### config.mk
export PLATFORM = sky130hd
export DESIGN_NAME = tvip_axi_write_arbiter
export DESIGN_NICKNAME = d
export VERILOG_FILES = /design/src/rtl/tvip_axi_write_arbiter.sv
export SDC_FILE = /design/constraint.sdc
export NUM_CORES = 1
export LEC_CHECK = 0
export CAP_MARGIN = 10
export CORE_AREA = 2 2 119 121
export CTS_BUF_LIST = sky130_fd_sc_hd__clkbuf_4 sky130_fd_sc_hd__clkbuf_8
export CTS_CLUSTER_SIZE = 14
export DETAILED_ROUTE_END_ITERATION = 6
export DIE_AREA = 0 0 121 123
export PLACE_DENSITY = 0.73
export SLEW_MARGIN = 20
export SYNTH_ARGS = -nofsm -noshare
export SYNTH_HDL_FRONTEND = slang
export SYNTH_SLANG_ARGS = --single-unit
### constraint.sdc
create_clock -name aclk -period 2.4 [get_ports aclk]
set_input_delay 0.72 -clock aclk [delete_from_list [all_inputs] [get_ports aclk]]
set_output_delay 0.72 -clock aclk [all_outputs]
set_load 0.005 [all_outputs]
### src/rtl/tvip_axi_write_arbiter.sv
// ----------------------------------------------------------------------------
// tvip_axi_write_arbiter
//
// Shares one downstream AXI4 write port (AW/W/B) among NUM_REQUESTERS upstream
// write masters.
//   AW : round-robin arbitration with a registered grant (IDLE -> HOLD).
//   W  : routed combinationally from the head of an order FIFO holding the
//        requester index of every accepted AW whose burst is not yet done.
//   B  : routed back using the requester index prepended to AWID.
//
// Optional feature macro: TVIP_AXI_WRITE_ARBITER_QOS_EN
//   defined   -> highest s_awqos wins, ties resolved in round-robin order
//   undefined -> pure round-robin, s_awqos only forwarded on m_awqos
//
// Ports
//   aclk, areset          clock, synchronous active-high reset
//   s_aw*                 per-requester AW channel, requester i at slice i
//   s_w*                  per-requester W channel
//   s_b*                  per-requester B channel (s_bresp broadcast)
//   m_aw*                 downstream AW, m_awid = {index, awid}
//   m_w*                  downstream W
//   m_b*                  downstream B, m_bid top bits select the requester
// ----------------------------------------------------------------------------
module tvip_axi_write_arbiter #(
    parameter int NUM_REQUESTERS  = 2,
    parameter int ID_WIDTH        = 4,
    parameter int ADDRESS_WIDTH   = 32,
    parameter int DATA_WIDTH      = 32,
    parameter int MAX_OUTSTANDING = 4,
    localparam int IDX_WIDTH  = (NUM_REQUESTERS > 1) ? $clog2(NUM_REQUESTERS) : 1,
    localparam int STRB_WIDTH = DATA_WIDTH / 8,
    localparam int M_ID_WIDTH = ID_WIDTH + IDX_WIDTH
) (
    input  logic                                     aclk,
    input  logic                                     areset,
    input  logic [NUM_REQUESTERS-1:0]                s_awvalid,
    output logic [NUM_REQUESTERS-1:0]                s_awready,
    input  logic [NUM_REQUESTERS*ID_WIDTH-1:0]       s_awid,
    input  logic [NUM_REQUESTERS*ADDRESS_WIDTH-1:0]  s_awaddr,
    input  logic [NUM_REQUESTERS*8-1:0]              s_awlen,
    input  logic [NUM_REQUESTERS*3-1:0]              s_awsize,
    input  logic [NUM_REQUESTERS*2-1:0]              s_awburst,
    input  logic [NUM_REQUESTERS*4-1:0]              s_awqos,
    input  logic [NUM_REQUESTERS-1:0]                s_wvalid,
    output logic [NUM_REQUESTERS-1:0]                s_wready,
    input  logic [NUM_REQUESTERS*DATA_WIDTH-1:0]     s_wdata,
    input  logic [NUM_REQUESTERS*STRB_WIDTH-1:0]     s_wstrb,
    input  logic [NUM_REQUESTERS-1:0]                s_wlast,
    output logic [NUM_REQUESTERS-1:0]                s_bvalid,
    input  logic [NUM_REQUESTERS-1:0]                s_bready,
    output logic [NUM_REQUESTERS*ID_WIDTH-1:0]       s_bid,
    output logic [NUM_REQUESTERS*2-1:0]              s_bresp,
    output logic                                     m_awvalid,
    input  logic                                     m_awready,
    output logic [M_ID_WIDTH-1:0]                    m_awid,
    output logic [ADDRESS_WIDTH-1:0]                 m_awaddr,
    output logic [7:0]                               m_awlen,
    output logic [2:0]                               m_awsize,
    output logic [1:0]                               m_awburst,
    output logic [3:0]                               m_awqos,
    output logic                                     m_wvalid,
    input  logic                                     m_wready,
    output logic [DATA_WIDTH-1:0]                    m_wdata,
    output logic [STRB_WIDTH-1:0]                    m_wstrb,
    output logic                                     m_wlast,
    input  logic                                     m_bvalid,
    output logic                                     m_bready,
    input  logic [M_ID_WIDTH-1:0]                    m_bid,
    input  logic [1:0]                               m_bresp
);

    localparam int PTR_W = (MAX_OUTSTANDING > 1) ? $clog2(MAX_OUTSTANDING) : 1;
    localparam int CNT_W = $clog2(MAX_OUTSTANDING + 1);

    typedef enum logic {
        ST_IDLE = 1'b0,
        ST_HOLD = 1'b1
    } state_t;

    // ---------------------------------------------------------------- unpack
    logic [ID_WIDTH-1:0]      w_awid_arr    [NUM_REQUESTERS];
    logic [ADDRESS_WIDTH-1:0] w_awaddr_arr  [NUM_REQUESTERS];
    logic [7:0]               w_awlen_arr   [NUM_REQUESTERS];
    logic [2:0]               w_awsize_arr  [NUM_REQUESTERS];
    logic [1:0]               w_awburst_arr [NUM_REQUESTERS];
    logic [3:0]               w_awqos_arr   [NUM_REQUESTERS];
    logic [DATA_WIDTH-1:0]    w_wdata_arr   [NUM_REQUESTERS];
    logic [STRB_WIDTH-1:0]    w_wstrb_arr   [NUM_REQUESTERS];

    for (genvar g = 0; g < NUM_REQUESTERS; g++) begin : g_unpack
        assign w_awid_arr[g]    = s_awid[g*ID_WIDTH +: ID_WIDTH];
        assign w_awaddr_arr[g]  = s_awaddr[g*ADDRESS_WIDTH +: ADDRESS_WIDTH];
        assign w_awlen_arr[g]   = s_awlen[g*8 +: 8];
        assign w_awsize_arr[g]  = s_awsize[g*3 +: 3];
        assign w_awburst_arr[g] = s_awburst[g*2 +: 2];
        assign w_awqos_arr[g]   = s_awqos[g*4 +: 4];
        assign w_wdata_arr[g]   = s_wdata[g*DATA_WIDTH +: DATA_WIDTH];
        assign w_wstrb_arr[g]   = s_wstrb[g*STRB_WIDTH +: STRB_WIDTH];
    end

    // ---------------------------------------------------------------- state
    state_t                   r_state;
    state_t                   w_state_next;
    logic [IDX_WIDTH-1:0]     r_grant;
    logic [IDX_WIDTH-1:0]     r_last_grant;
    logic [ID_WIDTH-1:0]      r_awid;
    logic [ADDRESS_WIDTH-1:0] r_awaddr;
    logic [7:0]               r_awlen;
    logic [2:0]               r_awsize;
    logic [1:0]               r_awburst;
    logic [3:0]               r_awqos;

    logic [IDX_WIDTH-1:0]     r_fifo_mem [MAX_OUTSTANDING];
    logic [PTR_W-1:0]         r_wr_ptr;
    logic [PTR_W-1:0]         r_rd_ptr;
    logic [CNT_W-1:0]         r_count;

    logic [IDX_WIDTH-1:0]     w_winner;
    logic [IDX_WIDTH-1:0]     w_cand;
    logic                     w_any_req;
    logic                     w_grant;
    logic                     w_push;
    logic                     w_pop;
    logic                     w_fifo_full;
    logic                     w_fifo_empty;
    logic [IDX_WIDTH-1:0]     w_head;
    logic [IDX_WIDTH-1:0]     w_bidx;
    logic                     w_b_hit;
`ifdef TVIP_AXI_WRITE_ARBITER_QOS_EN
    logic [3:0]               w_best_qos;
`endif

    assign w_fifo_full  = (r_count == CNT_W'(MAX_OUTSTANDING));
    assign w_fifo_empty = (r_count == '0);
    assign w_head       = r_fifo_mem[r_rd_ptr];

    // ---------------------------------------------------------- arbitration
    // Scan requesters in round-robin order starting after the last winner.
    // With QoS enabled only a strictly higher QoS displaces the current pick,
    // so equal-QoS ties fall back to the round-robin position.
    always_comb begin
        w_winner  = '0;
        w_cand    = '0;
        w_any_req = 1'b0;
`ifdef TVIP_AXI_WRITE_ARBITER_QOS_EN
        w_best_qos = '0;
`endif
        for (int unsigned k = 0; k < NUM_REQUESTERS; k++) begin
            w_cand = IDX_WIDTH'((32'(r_last_grant) + 32'd1 + k) % NUM_REQUESTERS);
`ifdef TVIP_AXI_WRITE_ARBITER_QOS_EN
            if (s_awvalid[w_cand] && (!w_any_req || (w_awqos_arr[w_cand] > w_best_qos))) begin
                w_any_req  = 1'b1;
                w_winner   = w_cand;
                w_best_qos = w_awqos_arr[w_cand];
            end
`else
            if (s_awvalid[w_cand] && !w_any_req) begin
                w_any_req = 1'b1;
                w_winner  = w_cand;
            end
`endif
        end
    end

    // Full is judged on the registered count, so a same-cycle pop cannot
    // open a slot for this cycle's grant.
    assign w_grant = !areset && (r_state == ST_IDLE) && w_any_req && !w_fifo_full;

    for (genvar g = 0; g < NUM_REQUESTERS; g++) begin : g_awready
        assign s_awready[g] = w_grant && (w_winner == IDX_WIDTH'(g));
    end

    // ------------------------------------------------------------------ FSM
    always_comb begin
        w_state_next = r_state;
        w_push       = 1'b0;
        m_awvalid    = 1'b0;
        case (r_state)
            ST_IDLE: begin
                if (w_grant) begin
                    w_state_next = ST_HOLD;
                end
            end
            ST_HOLD: begin
                m_awvalid = !areset;
                if (m_awready) begin
                    w_push       = 1'b1;
                    w_state_next = ST_IDLE;
                end
            end
            default: w_state_next = ST_IDLE;
        endcase
    end

    always_ff @(posedge aclk) begin
        if (areset) begin
            r_state      <= ST_IDLE;
            r_grant      <= '0;
            r_last_grant <= IDX_WIDTH'(NUM_REQUESTERS - 1);
            r_awid       <= '0;
            r_awaddr     <= '0;
            r_awlen      <= '0;
            r_awsize     <= '0;
            r_awburst    <= '0;
            r_awqos      <= '0;
            r_wr_ptr     <= '0;
            r_rd_ptr     <= '0;
            r_count      <= '0;
        end else begin
            r_state <= w_state_next;
            if (w_grant) begin
                r_grant      <= w_winner;
                r_last_grant <= w_winner;
                r_awid       <= w_awid_arr[w_winner];
                r_awaddr     <= w_awaddr_arr[w_winner];
                r_awlen      <= w_awlen_arr[w_winner];
                r_awsize     <= w_awsize_arr[w_winner];
                r_awburst    <= w_awburst_arr[w_winner];
                r_awqos      <= w_awqos_arr[w_winner];
            end
            if (w_push) begin
                r_wr_ptr <= (r_wr_ptr == PTR_W'(MAX_OUTSTANDING - 1)) ? '0 : r_wr_ptr + PTR_W'(1);
            end
            if (w_pop) begin
                r_rd_ptr <= (r_rd_ptr == PTR_W'(MAX_OUTSTANDING - 1)) ? '0 : r_rd_ptr + PTR_W'(1);
            end
            if (w_push && !w_pop) begin
                r_count <= r_count + CNT_W'(1);
            end else if (w_pop && !w_push) begin
                r_count <= r_count - CNT_W'(1);
            end
        end
    end

    always_ff @(posedge aclk) begin
        if (!areset && w_push) begin
            r_fifo_mem[r_wr_ptr] <= r_grant;
        end
    end

    assign m_awid    = {r_grant, r_awid};
    assign m_awaddr  = r_awaddr;
    assign m_awlen   = r_awlen;
    assign m_awsize  = r_awsize;
    assign m_awburst = r_awburst;
    assign m_awqos   = r_awqos;

    // ----------------------------------------------------------- W routing
    always_comb begin
        m_wvalid = 1'b0;
        m_wdata  = '0;
        m_wstrb  = '0;
        m_wlast  = 1'b0;
        if (!areset && !w_fifo_empty) begin
            m_wvalid = s_wvalid[w_head];
            m_wdata  = w_wdata_arr[w_head];
            m_wstrb  = w_wstrb_arr[w_head];
            m_wlast  = s_wlast[w_head];
        end
    end

    assign w_pop = m_wvalid && m_wready && m_wlast;

    for (genvar g = 0; g < NUM_REQUESTERS; g++) begin : g_wready
        assign s_wready[g] = !areset && !w_fifo_empty && (w_head == IDX_WIDTH'(g)) && m_wready;
    end

    // ----------------------------------------------------------- B routing
    // Indices beyond the requester count have no owner; those responses
    // are accepted and dropped so the slave is never stalled.
    assign w_bidx   = m_bid[M_ID_WIDTH-1 -: IDX_WIDTH];
    assign w_b_hit  = (int'(w_bidx) < NUM_REQUESTERS);
    assign m_bready = !areset && (w_b_hit ? s_bready[w_bidx] : 1'b1);

    for (genvar g = 0; g < NUM_REQUESTERS; g++) begin : g_bresp
        assign s_bvalid[g]                    = !areset && m_bvalid && (w_bidx == IDX_WIDTH'(g));
        assign s_bid[g*ID_WIDTH +: ID_WIDTH]  = (!areset && (w_bidx == IDX_WIDTH'(g))) ? m_bid[ID_WIDTH-1:0] : '0;
        assign s_bresp[g*2 +: 2]              = areset ? 2'b00 : m_bresp;
    end

endmodule

; ---- Yosys cells after proc, flatten, opt, wreduce, memory -nomap -nowiden
; Memories as Yosys holds them, arrays and structs flattened. A register that Yosys moved wholly into a read port is not among the register bits.
; Index checks and enable logic that the tools add are counted.
[word_totals]
rom_bits = 0
n_memories = 1
latchBits = 0
input_bits = 198
output_inout_bits = 112
register_bits = 63
mem_bits_rw = 4
wordCells = 123
[op_classes]
div = 0
add_sub_neg = 6
bitwise_logic = 6
shifts = 0
n_lt_le_gt_ge = 6
mul = 0
mux = 59
n_reduce_logical = 30
n_eq_ne = 3
[memory_table]
columns = memory, depth, width, rd, rd_clocked_by_memory_dff, wr, line_no
row1 = r_fifo_mem, 4, 1, 1, 1, 1, 113  ; logic [IDX_WIDTH-1:0] r_fifo_mem [MAX_OUTSTANDING];
[ops]
columns = cell, n
row1 = $mux 32, 7
row2 = $mux 4, 12
row3 = $mux 8, 3
row4 = $mux 1, 23
row5 = $logic_and 1x1->1, 22
row6 = $mux 2, 8
row7 = $mux 3, 5
row8 = $lt 1x2->1 const B, 4
row9 = $logic_not 1->1, 6
row10 = $add 2x1->2 const B, 2
row11 = $eq 2x2->1 const B, 2
row12 = $ge 2x2->1 const B, 2
row13 = $not 1->1, 4
row14 = $not 1->2, 2
row15 = $add 3x1->3 const B, 1
row16 = $eq 3x3->1 const B, 1
row17 = $logic_not 3->1, 1
row18 = $sub 3x1->3 const B, 1
row19 = $add 1x1->1 const B, 2
row20 = $pmux 1 s2, 1
row21 = $reduce_bool 2->1, 1

; ---- Longest topological paths before layout
[depth]
word_depth = 11
depth_mapped = 9
ltp_nobuf = 9

; ---- Least setup slack after synthesis
; OpenSTA, ideal clock, no wires.
[synth_timing]
kind = input to output
start = input areset
end = output m_wdata[15]
slack_ps = -97
n_path_buf = 3
required_ps = 1680
arrival_ps = 1777
cell_stages = 5
cell_sequence = clkbuf_1 or2_2 clkbuf_1 buf_1 a21oi_1
[synth_via]
elab_chain_cells = 3
[synth_rtl]
columns = element, line_no
row1 = from (decl), 35  ; input logic areset,
row2 = $logic_not 1->1, 254  ; if (!areset && !w_fifo_empty) begin
row3 = $logic_and 1x1->1, 254
row4 = $mux 32, 254
row5 = to (decl), 63  ; output logic [DATA_WIDTH-1:0] m_wdata,
; No other way between the ends.

==> impl_results.rst <==
.. list-table::
   :header-rows: 1

   * - Metric
     - Value
   * - Std-Cell Rows
     - 43
   * - Most frequent cells in the layout
     - sky130_fd_sc_hd__clkdlybuf4s50_1, sky130_fd_sc_hd__dfxtp_1, sky130_fd_sc_hd__nor2_1
   * - List of cells traversed by the critical path
     - mux4_2 -> buf_12 -> buf_12 -> buf_8 -> nand2_2 -> a21oi_1 -> buf_2
   * - Max Slew Vio Count
     - 0
   * - TritonCTS Buffers
     - 9
   * - Area of the die
     - about 15000 um^2
   * - Required time of the critical path
     - around 1700 ps
   * - Top cell type by total area after synthesis
     - sky130_fd_sc_hd__dfxtp_1
   * - Sum of negative setup slack
     - -7340 ps
   * - Pin count of the biggest net entering global routing
     - approximately 110
   * - Power per standard cell area
     - roughly 490 nW/um^2
   * - CTS root buf
     - sky130_fd_sc_hd__clkbuf_8
   * - Crit path top cell by count
     - sky130_fd_sc_hd__buf_12
   * - Setup Crit Path Kind
     - flip-flop to output pin
   * - CP peak stage delay
     - 550 ps
   * - Worst-case vdd ir drop
     - roughly 290 uV
   * - Arrival time worst endpoint
     - around 2000 ps
   * - Standard cell core area
     - about 14000 um^2
   * - Capturing element type of the critical path
     - output pin
   * - Chip height
     - 123 um
   * - Total of warnings raised by yosys
     - 0
   * - Vias in the first global route
     - ~4700
   * - Xor/xnor cell area share of the yosys netlist
     - less than 1%
   * - Number of iterations in the first detailed-routing pass
     - 4
   * - Mux contribution to synthesized area
     - between 10% and 20%
   * - RSZ-0062 raised after global routing
     - true
   * - Cells after synthesis
     - about 460
   * - Area share of fa/ha/maj cells after synthesis
     - ~2.5%
   * - CTS hold repair buffers
     - 0
   * - Synthesized-area fraction occupied by and/or/nand/nor cells
     - between 10% and 20%
   * - Static leakage
     - approximately 0.0032 uW
   * - Wire length after detailed routing
     - approximately 16000 um
   * - Crit path buffers/inverters
     - 4
   * - Slew of the pin with the lowest slew margin
     - 1010 ps
   * - Clock latency on the worst-skew pair
     - 350 ps
   * - Final period utilization
     - 112%
   * - Synthesized area
     - approximately 3700 um^2
   * - Maximum clock path buffer count
     - 2
   * - Proportion of layout cells with a drive suffix above 1
     - 25.8%
   * - Clock-pin slew on the worst setup and hold paths
     - approximately 70 ps
   * - Via count of the routed design
     - around 4600
   * - Initial standard-cell utilization of the core
     - 27.5%
   * - Detailed Place HPWL
     - 11900 um
   * - Global Route Usage Sum
     - 20.4%
   * - Worst setup margin
     - -283 ps
   * - Complex-gate fraction of the synthesized area
     - 18.2%
   * - Max-cap viol count
     - 0
   * - Violations in the final reports
     - negative setup slack
   * - First-pass GRT wire length
     - ~23000 um
   * - Top-area cell type share of the netlist area
     - a little over a third
   * - Total number of nets in the final design
     - around 1000
   * - DR DRC count
     - 0
   * - Avg WL per Cell
     - around 16 um
   * - Total count of hold-check failures in the final report
     - 0
   * - Remaining antenna violation count after routing
     - 0
   * - Quantity of I/O buffers inserted on ports
     - 309
   * - Shortest clock period the worst path allows after layout
     - roughly 2700 ps
   * - Area growth from synthesis to final layout
     - 111%
   * - Number of levels the H-tree was split into
     - 3
   * - Skew final
     - around 10 ps
   * - Seq/Total Area, Yosys
     - 37.9%
   * - Max Fanout on Critical Path
     - 5
   * - Number of antenna violations at the first check in global routing
     - 2
   * - Instance count after placement with tap cells included
     - around 950
   * - Kind of cell adding the most delay to the critical path
     - multiplexers
   * - Type of element launching the critical path
     - flip-flop
   * - Relative slew slack
     - 32.6%
   * - Remaining Overflow, GRT
     - 0
   * - Routed vias/inst
     - 4.70
   * - Clock sinks
     - 69
   * - Width of the die
     - about 120 um
   * - Syn Area/Cell
     - around 8 um^2
   * - Dpl ws
     - -782 ps
   * - Cell Count, Final, Fillers Out
     - 988
   * - TritonCTS clock tree
     - yes
   * - Distinct cell type count after synthesis
     - 33
   * - Number of synthesized register bits
     - 69
   * - Total nets after synthesis
     - between 600 and 700
   * - Util after Layout
     - just under 60%
   * - Most frequent standard cell in the layout excluding fill and tap cells
     - sky130_fd_sc_hd__clkdlybuf4s50_1
   * - Highest achievable clock rate
     - between 300 and 400 MHz
   * - Run status
     - complete, but fails checks
   * - Post-route worst hold slack
     - around 500 ps
   * - Combinational family with the most area after synthesis
     - simple AND/OR/NAND/NOR gates
   * - Main area contributors after synthesis
     - sky130_fd_sc_hd__dfxtp_1, sky130_fd_sc_hd__mux2i_1, sky130_fd_sc_hd__a211oi_1
   * - Gp weighted congestion
     - 0.816
   * - Drt first-iter violations
     - around 150
   * - Worst min path class
     - flip-flop to flip-flop
   * - CP max-delay cell
     - sky130_fd_sc_hd__mux4_2
   * - Final setup violation count
     - 40
   * - Boundary pin count
     - 310
   * - Reg2Reg Setup Slack
     - -140 ps
-- cells by family after synthesis --
group,count (synthesis)
xor gates and xnor gates,2
AOI/OAI and AO/OA,105
buffers and inverters,46
DFF,69
muxes,61
and+or+nand+nor,173
adders and majority gates,7
-- layout make-up --
class                      instances  area [um^2]
sequential                        69         1430
clock buffer                       9          124
fill                            1177         5720
antenna                            2         5.00
timing repair buffer             366         3460
multi-input combinational        349         2560
clock inverter                     7         71.3
inverter                           6         22.5
tap                              180          225
-- per-layer routing --
| layer | up-vias | GRT usage, % | share of wire, % |
|---|---|---|---|
| li1 | 2297 | - | - |
| met2 | 212 | 38.9 | 52 |
| met3 | 27 | 6.32 | 8.8 |
| met1 | 2109 | 19.9 | 36 |
| met5 | - | 0 | 0 |
| met4 | 0 | 10.1 | 2.9 |
-- flip-flops by register name, indices dropped and copies added (netlist names), 3 cells and up, named ones only --
name,count
r_awid,4
r_count,3
m_awlen,8
m_awsize,3
m_awqos,4
r_fifo_mem,4
m_awaddr,32
-- worst paths after layout --
check	start	end	cells after the start
min	m_awlen[5]$_SDFFE_PP0P_	m_awlen[5]$_SDFFE_PP0P_	2
max reg2reg	r_fifo_mem[3]$_DFFE_PP_	r_count[2]$_SDFFE_PP0P_	10
min reg2reg	m_awlen[5]$_SDFFE_PP0P_	m_awlen[5]$_SDFFE_PP0P_	2
max	r_fifo_mem[3]$_DFFE_PP_	m_wdata[15]	7
-- synthesized netlist by cell type --
library cell,n
sky130_fd_sc_hd__and3_1,4
sky130_fd_sc_hd__and2_1,10
sky130_fd_sc_hd__nor2_1,64
sky130_fd_sc_hd__o21ai_0,4
sky130_fd_sc_hd__a211o_1,1
sky130_fd_sc_hd__or4_1,1
sky130_fd_sc_hd__nand2_1,83
sky130_fd_sc_hd__a21oi_1,44
sky130_fd_sc_hd__mux2_2,1
sky130_fd_sc_hd__nand3_1,1
sky130_fd_sc_hd__or3b_2,1
sky130_fd_sc_hd__or2_2,1
sky130_fd_sc_hd__mux2_4,1
sky130_fd_sc_hd__nand4_1,1
sky130_fd_sc_hd__ha_1,6
sky130_fd_sc_hd__buf_4,3
sky130_fd_sc_hd__or3_1,1
sky130_fd_sc_hd__fa_1,1
sky130_fd_sc_hd__edfxtp_1,4
sky130_fd_sc_hd__nor3_1,2
sky130_fd_sc_hd__a2111oi_2,1
sky130_fd_sc_hd__mux2i_1,58
sky130_fd_sc_hd__a21boi_0,1
sky130_fd_sc_hd__dfxtp_1,65
sky130_fd_sc_hd__nor2b_1,4
sky130_fd_sc_hd__mux4_2,1
sky130_fd_sc_hd__inv_1,6
sky130_fd_sc_hd__clkbuf_1,21
sky130_fd_sc_hd__a2111o_1,1
sky130_fd_sc_hd__buf_2,6
sky130_fd_sc_hd__buf_1,10
sky130_fd_sc_hd__xor2_1,2
sky130_fd_sc_hd__a211oi_1,53
-- through the flow --
stage | cell area, um^2 | total power, uW
after floorplan | 3750 | 1910
after global placement | 7220 | 2780
after detailed placement | 7220 | 2820
after CTS | 7870 | 3870
after global routing | 7900 | 4060
final | 7900 | 3840
-- what timing repair did --
item,CTS,global route
resized for setup,311,30
endpoints found under the setup margin,112,70
setup buffers,23,3
gates cloned,5,1
pin swaps,40,17
-- power by group --
part / internal (uW) / leakage [uW] / switching, uW
clock: 484 / 0.000100 / 475
sequential: 1280 / 0.000574 / 76.4
combinational: 882 / 0.00257 / 638
total: 2650 / 0.00325 / 1190
-- worst register-to-register path, cell delays in order, from the launching register on --
cell and delay, ps:
sky130_fd_sc_hd__edfxtp_1 410, sky130_fd_sc_hd__mux4_2 530, sky130_fd_sc_hd__buf_6 150, sky130_fd_sc_hd__mux2i_4 180, sky130_fd_sc_hd__nand3_2 90, sky130_fd_sc_hd__ha_4 140
sky130_fd_sc_hd__inv_2 40, sky130_fd_sc_hd__fa_2 320, sky130_fd_sc_hd__xor2_1 170, sky130_fd_sc_hd__or3_1 300, sky130_fd_sc_hd__a21oi_1 140
Note: power is estimated with default switching activity, not from simulation.
